### config.mk
export PLATFORM = sky130hd
export DESIGN_NAME = key_event_ctrl_flat
export DESIGN_NICKNAME = d
export VERILOG_FILES = /design/src/rtl/key_event_ctrl_if.sv /design/src/rtl/key_event_ctrl.sv /design/src/flat_wrapper.sv
export SDC_FILE = /design/constraint.sdc
export NUM_CORES = 1
export LEC_CHECK = 0
export CELL_PAD_IN_SITES_DETAIL_PLACEMENT = 1
export CELL_PAD_IN_SITES_GLOBAL_PLACEMENT = 2
export CORE_AREA = 2 2 112 114
export DETAILED_ROUTE_END_ITERATION = 8
export DIE_AREA = 0 0 114 116
export PLACE_DENSITY_LB_ADDON = 0.1
export SETUP_SLACK_MARGIN = 0.02
export SYNTH_ARGS = -nofsm -noshare
export SYNTH_HDL_FRONTEND = slang
export SYNTH_SLANG_ARGS = --single-unit
### constraint.sdc
create_clock -name clk_in -period 1.2 [get_ports clk_in]
set_input_delay 0.18 -clock clk_in [delete_from_list [all_inputs] [get_ports clk_in]]
set_output_delay 0.18 -clock clk_in [all_outputs]
set_load 0.01 [all_outputs]
### src/rtl/key_event_ctrl_if.sv
// key_event_ctrl_if: word-addressed register bus between the system bridge and the key peripheral
interface key_event_ctrl_if;
  logic [3:0]  addr;
  logic        we;
  logic [31:0] wdata;
  logic [31:0] rdata;
  modport master (output addr, we, wdata, input rdata);
  modport slave  (input addr, we, wdata, output rdata);
endinterface

### src/rtl/key_event_ctrl.sv
// key_event_ctrl: synchronised, debounced keys with W1C press/release pending bits and a maskable irq
module key_event_ctrl #(
  parameter int N_KEYS = 8,
  parameter int DEBOUNCE_CYCLES = 4,
  localparam int CNT_W = $clog2(DEBOUNCE_CYCLES + 1)
) (
  input  logic              clk_in,
  input  logic              sys_rstn,
  input  logic [N_KEYS-1:0] key_n,
  key_event_ctrl_if.slave   bus,
  output logic              irq
);
  localparam logic [CNT_W-1:0] CNT_MAX = CNT_W'(DEBOUNCE_CYCLES - 1);
  logic [N_KEYS-1:0] r_sync1, r_sync2, r_stable, r_pend_p, r_pend_r, r_irq_en;
  logic [N_KEYS-1:0] w_lvl, w_flip, w_wmask, w_rd;
  logic w_wr_p, w_wr_r, w_wr_en, w_unused;
  assign w_lvl   = ~r_sync2;
  assign w_wmask = bus.wdata[N_KEYS-1:0];
  assign w_wr_p  = bus.we && bus.addr == 4'h4;
  assign w_wr_r  = bus.we && bus.addr == 4'h8;
  assign w_wr_en = bus.we && bus.addr == 4'hC;
  assign w_unused = ^bus.wdata;
  always_ff @(posedge clk_in or negedge sys_rstn)
    if (!sys_rstn) begin
      r_sync1 <= '1;
      r_sync2 <= '1;
    end else begin
      r_sync1 <= key_n;
      r_sync2 <= r_sync1;
    end
  for (genvar k = 0; k < N_KEYS; k++) begin : g_key
    logic [CNT_W-1:0] r_cnt;
    assign w_flip[k] = (w_lvl[k] != r_stable[k]) && (r_cnt == CNT_MAX);
    always_ff @(posedge clk_in or negedge sys_rstn)
      if (!sys_rstn) r_cnt <= '0;
      else r_cnt <= (w_lvl[k] == r_stable[k] || w_flip[k]) ? '0 : r_cnt + 1'b1;
  end
  // a new event on the same edge as a W1C clear wins over the clear
  always_ff @(posedge clk_in or negedge sys_rstn)
    if (!sys_rstn) begin
      r_stable <= '0;
      r_pend_p <= '0;
      r_pend_r <= '0;
      r_irq_en <= '0;
      irq      <= 1'b0;
    end else begin
      r_stable <= r_stable ^ w_flip;
      r_pend_p <= (r_pend_p & ~(w_wr_p ? w_wmask : '0)) | (w_flip & w_lvl);
      r_pend_r <= (r_pend_r & ~(w_wr_r ? w_wmask : '0)) | (w_flip & ~w_lvl);
      r_irq_en <= w_wr_en ? w_wmask : r_irq_en;
      irq      <= |((r_pend_p | r_pend_r) & r_irq_en);
    end
  assign w_rd = bus.addr == 4'h0 ? r_stable :
                bus.addr == 4'h4 ? r_pend_p :
                bus.addr == 4'h8 ? r_pend_r :
                bus.addr == 4'hC ? r_irq_en : '0;
  assign bus.rdata = 32'(w_rd);
endmodule

### src/flat_wrapper.sv
// flat-port wrapper written by rule: the top's interface ports become plain ports
module key_event_ctrl_flat 
#(
  parameter int N_KEYS = 8,
  parameter int DEBOUNCE_CYCLES = 4,
  localparam int CNT_W = $clog2(DEBOUNCE_CYCLES + 1)
)
  (clk_in, sys_rstn, key_n, irq, bus_addr, bus_we, bus_wdata, bus_rdata);
  key_event_ctrl_if bus_i ();
  input  logic clk_in;
  input  logic sys_rstn;
  input  logic [N_KEYS-1:0] key_n;
  output logic irq;
  input wire logic [$bits(bus_i.addr)-1:0] bus_addr;
  input wire logic [$bits(bus_i.we)-1:0] bus_we;
  input wire logic [$bits(bus_i.wdata)-1:0] bus_wdata;
  output wire logic [$bits(bus_i.rdata)-1:0] bus_rdata;
  assign bus_i.addr = bus_addr;
  assign bus_i.we = bus_we;
  assign bus_i.wdata = bus_wdata;
  assign bus_rdata = bus_i.rdata;
  key_event_ctrl #(.N_KEYS(N_KEYS), .DEBOUNCE_CYCLES(DEBOUNCE_CYCLES)) u_core (.clk_in(clk_in), .sys_rstn(sys_rstn), .key_n(key_n), .bus(bus_i), .irq(irq));
endmodule
==> results.ini <==
[global_route]
grt_max_degree=42
grt_first_pass_wirelength_mm=12.4
grtUsageTotal=0.127
grt_pass1_vias=2342
grt_overflow=0
antenna_found_initial=0

[pwr]
pwr_density_cell_mw_per_mm2=1890
p_int_uw=6660
combinationalPowerShare=0.332
p_leak_uw=0.00220
sw_frac_of_total=0.284
peakVddDrop_mv=0.850
seq_power_share=0.370
power_switching_uw=2640
clockPowerShare=0.298
power.total_uw=9290

[synth]
syn_inst=277
synth_top_area_frac=0.420
synth-seq-cells=73
synth_edf_count=0
syn_area_mm2=0.00339
synth.most_common_cell=dfrtp_1
post_synth_num_cell_types=33
async_reset_ff_frac=1.00
synth_commonest_cells=57 x dfrtp_1, 28 x inv_1, 25 x buf_4, 25 x nor2_1
yosys_warnings=0
ys.flop_type=dfrtp_1
yosysTopAreaCell=dfrtp_1
synthTopCellsByArea=dfrtp_1 42%, dfstp_2 12%, ha_1 5.9%
avgSynthCellArea_um2=12.3
seq_area_frac_synth=0.544

[setup_path]
crit_chain=mux4_2 > and2b_2 > buf_6
cp_max_fo=3
path_class=reg2out
r2r-end=u_core.r_pend_p[2]$_DFF_PN0_
cp.required_ps=1020
cpPeakStageDelay_ps=460
end_kind=output port
start_kind=register
r2r_start=u_core.g_key[2].r_cnt[0]$_DFF_PN0_
r2r_slack_ps=-10
reg2reg_depth=4
cp-startpoint=u_core.r_irq_en[3]$_DFFE_PN0P_
crit_slowest_cell=mux4_2
worstPathArrival_ps=1550

[cts]
clock-sinks=73
clock_latency_ps=340
cts_tree=built
clkSlewWorstSetupHoldPaths_ps=60
cts_made_buffers=9
htreeDepth=3
clockBufferDepth=2
cts-root-buf=clkbuf_16

[cells_and_area]
final_cells=528
synthToLayoutAreaGrowth_pct=44.6
layout-drive-gt1-share=0.451
fillers=1285
n_antenna_cell=0
nets=439

[timing]
fin_crit_sh=1.44
min_period_ps=1730
fmax_mhz=579
skew_ps=5.87
hold_slack_ps=237
hold_viol_final=0
fin_tns_setup_ps=-3880
slew_viol_final=0
layout_setup_ws_ps=-528
rsz0062_at_grt=yes
setup_violations=9

[die]
rows=40
ios=80
die_y_um=116
start_util=0.285
die_area_mm2=0.0132
core_area_mm2=0.0119
die_w_um=114

[placed_design]
port_buffers=31
dp_hpwl_mm=5.21
dp_cells=484
gp_congestion=0.723

[drt]
wl_per_cell_um=14.5
vias=2314
wl_mm=7.68
ant_nets=0
route.detailed.drc=0
drt_iter0_drc=56
viasPerCell=4.38
drtPass1Iterations=4

[min_path]
hp-class=in2async

[status]
violations=negative setup slack
status=complete, but fails checks

[flow_run]
cap_violations=0

==> repair_timing <==
item / CTS / global route
hold endpoints to repair: 59 / 0
setup endpoints to repair: 44 / 25
pin swaps: 28 / 16
gates cloned: 2 / 0
buffers inserted: 16 / 10
gates resized for setup: 104 / 17
hold buffers: 1 / 0
==> worst max-delay path by stage <==
stage	to	depth (start not counted)	slack [ps]
2_1_floorplan	u_core.r_pend_p[6]$_DFF_PN0_	5	-130
3_3_place_gp	bus_rdata[1]	5	-1010
3_5_place_dp	bus_rdata[2]	5	-1020
4_1_cts	bus_rdata[3]	3	-540
5_1_grt	bus_rdata[3]	3	-580
6_report	bus_rdata[3]	3	-530
==> layout by cell type (no fill, tap or decap), drive strengths merged, types with 5 or more instances in the layout <==
cell type      instances
conb                  24
a21o                   5
nand3b                 8
o22ai                  5
dfstp                 16
ha                    16
nor2                  25
xnor2                  8
a32o                   8
buf                   73
and2b                  8
dfrtp                 57
clkdlybuf4s50         16
o21ai                 13
mux4                   8
nand2b                13
mux2                   8
inv                   28
clkbuf                14
==> worst max-delay path: cells and delay by family, from the launching register on <==
kind                   cells  cell delay [ps]
muxes                      1              460
DFF                        1              400
buffers and inverters      1              120
and+or+nand+nor            1              230
==> layout make-up <==
type | instances | area (µm²) | share of cell area
multi-input cells | 170 | 1600 | 0.326
clock buffers | 14 | 274 | 0.0558
flip-flops and latches | 73 | 1850 | 0.376
repair buffers | 94 | 863 | 0.176
well taps | 147 | 184 | 0.0375
clock inverters | 2 | 35.0 | 0.00714
inverters | 28 | 105 | 0.0214
==> layer usage <==
metal  global-route usage  routed length (µm)  up-vias
li1                     -                   -     1088
met2                0.194                3770       40
met5                    0                   0        -
met1                0.164                3360     1177
met4               0.0561                 151        0
met3               0.0450                 400        9
==> power groups by stage <==
stage                     Sequential [µW]  Combinational, µW  Clock, µW
after floorplan                      3460               1350          0
after global placement               3450               2260          0
after detailed placement             3460               2330          0
after CTS                            3420               2790       2900
after global routing                 3510               3520       2990
final                                3440               3080       2770
==> metrics by stage <==
step	area, µm²	setup WS, ps	util
after CTS	4720	-540	0.396
final	4910	-528	0.412
after detailed placement	4060	-1020	0.341
after floorplan	3480	-133	-
after global placement	4060	-1010	0.341
after global routing	4910	-576	0.412
==> kinds of logic after synthesis <==
family	share of synthesized area
other	0.00110
AOI/OAI and AO/OA	0.0741
muxes	0.0855
buffers and inverters	0.0969
xor gates and xnor gates	0.0206
and+or+nand+nor	0.119
DFF	0.544
adders and majority gates	0.0590
Note: power is estimated with default switching activity, not from simulation.
